### config.mk
export PLATFORM = sky130hd
export DESIGN_NAME = usb_word_assembler_flat
export DESIGN_NICKNAME = d
export VERILOG_FILES = /design/src/rtl/usb_word_assembler_if.sv /design/src/rtl/usb_word_assembler.sv /design/src/flat_wrapper.sv
export SDC_FILE = /design/constraint.sdc
export NUM_CORES = 1
export LEC_CHECK = 0
export ABC_AREA = 1
export ABC_CLOCK_PERIOD_IN_PS = 1150
export BUFFER_PORTS_ARGS = -buffer_cell sky130_fd_sc_hd__buf_2
export CORE_MARGIN = 3
export CORE_UTILIZATION = 45
export CTS_CLUSTER_DIAMETER = 150
export DETAILED_ROUTE_END_ITERATION = 10
export PLACE_DENSITY = 0.68
export SETUP_SLACK_MARGIN = 0.1
export SLEW_MARGIN = 20
export SYNTH_ARGS = -nofsm -noshare
export SYNTH_HDL_FRONTEND = slang
export SYNTH_SLANG_ARGS = --single-unit
### constraint.sdc
create_clock -name clk -period 1.15 [get_ports clk]
set_input_delay 0.115 -clock clk [delete_from_list [all_inputs] [get_ports clk]]
set_output_delay 0.115 -clock clk [all_outputs]
set_load 0.005 [all_outputs]
### src/rtl/usb_word_assembler_if.sv
// Byte-stream and word-handshake bundle between the USB byte receiver,
// the word assembler and the stock-data consumer.
interface usb_word_assembler_if;
    logic        new_byte;
    logic [7:0]  data_in;
    logic        data_ack;
    logic [31:0] stock_data;
    logic        data_ready;
    logic        overrun;
    logic        frame_error;

    modport master (
        output new_byte, data_in, data_ack,
        input  stock_data, data_ready, overrun, frame_error
    );

    modport slave (
        input  new_byte, data_in, data_ack,
        output stock_data, data_ready, overrun, frame_error
    );
endinterface

### src/rtl/usb_word_assembler.sv
// Packs four received USB bytes (MSB first) into a 32-bit word held under a
// ready/ack handshake; discards stalled partial words and flags overruns.
module usb_word_assembler #(
    parameter int unsigned TIMEOUT_CYCLES = 1000
) (
    input logic                  clk,
    input logic                  n_rst,
    usb_word_assembler_if.slave  bus
);
    localparam int unsigned IDLE_W = $clog2(TIMEOUT_CYCLES + 1);
    localparam logic [IDLE_W-1:0] IDLE_LAST = IDLE_W'(TIMEOUT_CYCLES - 1);

    typedef enum logic {IDLE, COLLECT} state_t;

    state_t            state_q, state_d;
    logic [1:0]        byte_cnt_q, byte_cnt_d;
    logic [23:0]       hold_q, hold_d;
    logic [IDLE_W-1:0] idle_cnt_q, idle_cnt_d;
    logic [31:0]       stock_q, stock_d;
    logic              ready_q, ready_d;
    logic              overrun_q, overrun_d;
    logic              frame_error_q, frame_error_d;
    logic              word_load;

    // State and output registers
    always_ff @(posedge clk or negedge n_rst) begin
        if (!n_rst) begin
            state_q       <= IDLE;
            byte_cnt_q    <= 2'd0;
            hold_q        <= 24'd0;
            idle_cnt_q    <= '0;
            stock_q       <= 32'd0;
            ready_q       <= 1'b0;
            overrun_q     <= 1'b0;
            frame_error_q <= 1'b0;
        end else begin
            state_q       <= state_d;
            byte_cnt_q    <= byte_cnt_d;
            hold_q        <= hold_d;
            idle_cnt_q    <= idle_cnt_d;
            stock_q       <= stock_d;
            ready_q       <= ready_d;
            overrun_q     <= overrun_d;
            frame_error_q <= frame_error_d;
        end
    end

    // Next-state, byte packing, timeout and handshake logic
    always_comb begin
        state_d       = state_q;
        byte_cnt_d    = byte_cnt_q;
        hold_d        = hold_q;
        idle_cnt_d    = idle_cnt_q;
        stock_d       = stock_q;
        ready_d       = ready_q;
        overrun_d     = 1'b0;
        frame_error_d = 1'b0;
        word_load     = 1'b0;

        case (state_q)
            IDLE: begin
                idle_cnt_d = '0;
                if (bus.new_byte) begin
                    hold_d     = {16'd0, bus.data_in};
                    byte_cnt_d = 2'd1;
                    state_d    = COLLECT;
                end
            end
            COLLECT: begin
                if (bus.new_byte) begin
                    idle_cnt_d = '0;
                    if (byte_cnt_q == 2'd3) begin
                        byte_cnt_d = 2'd0;
                        state_d    = IDLE;
                        // An ack on the completion edge frees the output slot
                        if (!ready_q || bus.data_ack) begin
                            stock_d   = {hold_q, bus.data_in};
                            word_load = 1'b1;
                        end else begin
                            overrun_d = 1'b1;
                        end
                    end else begin
                        hold_d     = {hold_q[15:0], bus.data_in};
                        byte_cnt_d = byte_cnt_q + 2'd1;
                    end
                end else if (idle_cnt_q == IDLE_LAST) begin
                    byte_cnt_d    = 2'd0;
                    idle_cnt_d    = '0;
                    state_d       = IDLE;
                    frame_error_d = 1'b1;
                end else begin
                    idle_cnt_d = idle_cnt_q + IDLE_W'(1);
                end
            end
            default: state_d = IDLE;
        endcase

        if (word_load) begin
            ready_d = 1'b1;
        end else if (bus.data_ack) begin
            ready_d = 1'b0;
        end
    end

    assign bus.stock_data  = stock_q;
    assign bus.data_ready  = ready_q;
    assign bus.overrun     = overrun_q;
    assign bus.frame_error = frame_error_q;
endmodule

### src/flat_wrapper.sv
// flat-port wrapper written by rule: the top's interface ports become plain ports
module usb_word_assembler_flat 
#(
    parameter int unsigned TIMEOUT_CYCLES = 1000
)
  (clk, n_rst, bus_new_byte, bus_data_in, bus_data_ack, bus_stock_data, bus_data_ready, bus_overrun, bus_frame_error);
  usb_word_assembler_if bus_i ();
  input logic clk;
  input logic n_rst;
  input wire logic [$bits(bus_i.new_byte)-1:0] bus_new_byte;
  input wire logic [$bits(bus_i.data_in)-1:0] bus_data_in;
  input wire logic [$bits(bus_i.data_ack)-1:0] bus_data_ack;
  output wire logic [$bits(bus_i.stock_data)-1:0] bus_stock_data;
  output wire logic [$bits(bus_i.data_ready)-1:0] bus_data_ready;
  output wire logic [$bits(bus_i.overrun)-1:0] bus_overrun;
  output wire logic [$bits(bus_i.frame_error)-1:0] bus_frame_error;
  assign bus_i.new_byte = bus_new_byte;
  assign bus_i.data_in = bus_data_in;
  assign bus_i.data_ack = bus_data_ack;
  assign bus_stock_data = bus_i.stock_data;
  assign bus_data_ready = bus_i.data_ready;
  assign bus_overrun = bus_i.overrun;
  assign bus_frame_error = bus_i.frame_error;
  usb_word_assembler #(.TIMEOUT_CYCLES(TIMEOUT_CYCLES)) u_core (.clk(clk), .n_rst(n_rst), .bus(bus_i));
endmodule
-- Word-level counts from Yosys, hierarchy flattened
Index checks and enable logic that the tools add are counted.
- bits in registers: 72
- latch bits: 0
- RAM bits: 0
- ROM bits: 0
- input port bits: 12
- output and inout bits: 35
- word-level logic and storage cells: 53
- memories kept: 0
- add/sub/neg operators: 2
- $mul: 0
- div/mod/pow operators: 0
- $lt $le $gt $ge: 0
- equal/unequal tests: 6
- shifts and indexed selects: 0
- mux-type cells: 30
- bitwise gates (word level): 1
- reductions and logical operators: 6
- operators by type and width (kind ; number):
    24-bit two-way mux ; 3
    24-bit one-hot mux with 2 select lines ; 1
    10-bit two-way mux ; 2
    10-bit one-hot mux with 2 select lines ; 1
    1-bit two-way mux ; 17
    10-bit by 1-bit adder with 10-bit output (second input constant) ; 1
    10-bit == test (second input constant) ; 1
    2-bit two-way mux ; 4
    2-bit != test (second input constant) ; 3
    2-bit one-hot mux with 2 select lines ; 1
    4-bit AND reduction ; 1
    3-bit != test (second input constant) ; 1
    3-bit AND reduction ; 1
    2-bit by 1-bit adder with 2-bit output (second input constant) ; 1
    2-bit == test (second input constant) ; 1
    1-bit one-hot mux with 2 select lines ; 1
    2-bit AND reduction ; 1
    2-bit nonzero test ; 1
    1-bit zero test ; 1
    1-bit logical OR ; 1
    1-bit inverter ; 1

-- Longest topological paths before layout
- depth in word-level cells: 7
- depth in mapped cells: 7

-- Worst setup path after synthesis
Ideal clock, no wire load.
- path type: reg-to-reg
- from: register u_core.byte_cnt_q[0]
- to: register u_core.hold_q[10]
- setup time: 0.127 ns
- arrival time: 1.140 ns
- data required time: 1.023 ns
- path slack: -0.116 ns
- cell stages (with the launch flop): 7
- period minus slack after synthesis: 1.266 ns
- cell sequence: dfrtp_1 -> ha_1 -> nand2_1 -> nand2_2 -> inv_2 -> buf_2 -> o22ai_1
- cells in the longest elaborated chain, start to end: 3
- ends and longest elaborated chain (element ; line ; RTL):
    start: declaration ; usb_word_assembler.sv:16 ; logic [1:0] byte_cnt_q, byte_cnt_d;
    start signal: assignment ; usb_word_assembler.sv:38 ; byte_cnt_q <= byte_cnt_d;
    2-bit == test ; usb_word_assembler.sv:72 ; if (byte_cnt_q == 2'd3) begin
    2-bit != test (no line) ; -- ;
    3-bit AND reduction (no line) ; -- ;
    end signal: assignment ; usb_word_assembler.sv:39 ; hold_q <= hold_d;
    end: declaration ; usb_word_assembler.sv:17 ; logic [23:0] hold_q, hold_d;
Every way passes these cells.
A chain may end at the register's enable or synchronous reset.

-- Worst setup path after layout
- from: register u_core.byte_cnt_q[0]
- to: register u_core.stock_q[26], in the netlist u_core.bus.stock_data[26]
- cells in the longest elaborated chain, start to end: 2
- ends and longest elaborated chain (element ; line ; RTL):
    2-bit == test ; usb_word_assembler.sv:72 ;
    4-bit AND reduction (no line) ; -- ;
    end signal: assignment ; usb_word_assembler.sv:41 ; stock_q <= stock_d;
    end: declaration ; usb_word_assembler.sv:19 ; logic [31:0] stock_q, stock_d;
Every way passes these cells.

==> out/summary.txt <==
outcome = finished, violations left
violated checks = setup timing
worst hold margin = 0.02875 ns
Via density = 4.841
gr usage total = 16.39%
Yosys top cell area share = 61.99%
min Tclk post-route = 1.170 ns
Pleak = 0.001948 uW
RSZ-0062 raised after global routing = true
skew final = 0.008363 ns
commonest non-fill, non-tap cell in the layout = dfrtp_1
synthesized instance count = 287
Clock Sinks = 72
flops & latches, synth = 72
Worst Hold Class = input pin to flip-flop
crit-path cells = ha_4 -> nand3_4 -> buf_12 -> nand2_2 -> o21ai_1
Bufs on Longest Clock Path = 2
Post-Syn Area = 2907 um^2
share of layout cells above drive strength 1 = 47.21%
Final Cycle Share = 101.8%
first-pass GRT wire length = 9480 um
Crit path depth = 5
root buffer cell = clkbuf_8
worst vdd ir = 0.001164 V
worst setup margin = -0.02036 ns
headroom to the max-slew limit = 74.75%
Initial Util = 47.68%
dpl hpwl = 3695 um
DR WL/cell = 13.08 um
CP max FO = 21
Buf+Inv Stages, Crit Path = 1
CP arrival = 1.41 ns
Hold Vio Cnt, Final = 0
Worst path max stage delay = 0.40 ns
most frequent cells in the layout = dfrtp_1, buf_2, inv_1
Net count, final = 368
CP startpoint kind = flip-flop
Die Footprint = 7459 um^2
Antenna diodes = 0
fill count = 505
Starting DRT DRC Count = 72
final WL = 5665 um
r2r worst-path depth = 5
initial antenna violation count = 0
CTS clk-pin slew, worst paths = 0.07 ns
Critical Path Sink Type = flip-flop
leading area contributor after synthesis = dfrtp_1
register area share after synthesis = 61.99%
Power Dens Cells = 2117 nW/um^2
leading cell types by total area after synthesis = dfrtp_1, nand2_1, o21ai_2
GRT overflow = 0
Post-Route Utilization = 63.75%
fmax = 0.8544 GHz
number of global-route vias before repair = 2005
syn_nets = 301
Pre-Repair DR Iteration Count = 4
largest net degree at the start of global routing = 73
WP data required = 1.39 ns
yosys warns = 0
Critical-path top delay cell = dfrtp_1
number of core rows = 28
DIE WIDTH = 86.37 um
Synth cell types = 23
routed vias = 2096
Clock Latency Late Sink = 0.35 ns
dpl ws = -0.09672 ns
hold path depth = 3
Max Transition Viols Final = 0
TritonCTS clock tree = yes
Final setup viols = 19
ANT nets after route = 0
Die Ht = 86.37 um
Tightest Pin Transition = 0.3788 ns
H-Tree Depth = 3
crit path kind = flip-flop to flip-flop
DRC = 0
max cap viols = 0
clock buffer count from CTS = 9
# IOs = 47
IO buf count = 46
P&R area growth vs syn = 33.71%
Core Box Area = 6096 um^2
Top delay family on crit path = flip-flops
routability-driven placement congestion ratio = 0.7999
syn avg cell area = 10.13 um^2
-- worst register-to-register path: cells and delay by family, from the launching register on --
family,cells,cell delay (ns)
DFF,1,0.40
and+or+nand+nor,2,0.21
buffers and inverters,1,0.20
adders and majority gates,1,0.19
AOI/OAI and AO/OA,1,0.06
-- registers in the layout, summed over array words and instances, names as in the netlist --
signal	flops
u_core.byte_cnt_q	2
u_core.bus.frame_error	1
u_core.idle_cnt_q	10
u_core.state_q	1
u_core.bus.overrun	1
u_core.bus.data_ready	1
u_core.bus.stock_data	32
u_core.hold_q	24
-- final timing paths --
check                                          start  slack [ns]                   endpoint
setup / recovery                u_core.byte_cnt_q[0]       -0.02  u_core.bus.stock_data[26]
hold / removal                        bus_data_in[3]        0.03   u_core.bus.stock_data[3]
setup reg to reg                u_core.byte_cnt_q[0]       -0.02  u_core.bus.stock_data[26]
hold reg to reg            u_core.bus.stock_data[22]        0.48  u_core.bus.stock_data[22]
max in group asynchronous                      n_rst        0.53  u_core.bus.stock_data[24]
min in group asynchronous                      n_rst        0.32  u_core.bus.stock_data[26]
-- cell usage after synthesis --
master	count
a31oi_1	1
buf_4	1
o22ai_1	16
clkbuf_1	1
nand2_1	64
dfrtp_1	72
ha_1	2
inv_1	42
xor2_1	2
o21ai_0	17
o21ai_2	23
inv_2	3
a21oi_2	1
nor3_1	1
buf_2	2
nand3_1	7
buf_6	6
nand3_2	1
xnor2_1	2
o21ai_1	2
nand2_2	2
nor2_1	18
a21oi_1	1
-- layout make-up --
type | count | area (um^2) | area share (%)
flip-flops and latches | 72 | 1802 | 46.36
multi-input cells | 160 | 1156 | 29.75
repair buffers | 66 | 457.9 | 11.78
inverters | 45 | 181.4 | 4.668
clock buffers | 10 | 137.6 | 3.542
well taps | 75 | 93.84 | 2.415
clock inverters | 5 | 57.56 | 1.481
-- stage by stage --
stage          std cells  cell area [um^2]  power, uW   TNS, ns
2_1_floorplan        287              3004       5001         0
3_3_place_gp         414              3392       5836   -0.4681
3_5_place_dp         414              3392       5932    -2.458
4_1_cts              430              3710       8084  -0.02663
5_1_grt              433              3886       8749    -2.378
6_report             433              3886       8226  -0.09900
-- logic make-up after synthesis --
logic type | synth area share [%]
xor gates and xnor gates | 1.206
adders and majority gates | 0.8608
and+or+nand+nor | 12.74
AOI/OAI and AO/OA | 14.33
DFF | 61.99
buffers and inverters | 8.868
-- routing by layer --
metal | global-route usage (%) | vias to the layer above | share of wire (%)
met3 | 4.848 | 8 | 5.0
met2 | 23.71 | 40 | 46
met4 | 6.374 | 0 | 1.2
met5 | 0 | - | 0
met1 | 23.31 | 999 | 47
li1 | - | 1049 | -
-- report_power, final --
| group | internal (uW) | switching [uW] |
|---|---|---|
| logic | 1190 | 1270 |
| registers | 3300 | 480 |
| clock network | 1050 | 938 |
| total | 5540 | 2690 |
-- what timing repair did --
| item | CTS | global route |
|---|---|---|
| gates resized for setup | 39 | 37 |
| pin swaps | 11 | 3 |
| gates cloned | 0 | 1 |
| hold buffers | 1 | 0 |
| hold endpoints to repair | 72 | 0 |
| setup buffers | 0 | 2 |
| endpoints found under the setup margin | 71 | 73 |
Note: power is estimated with default switching activity, not from simulation.
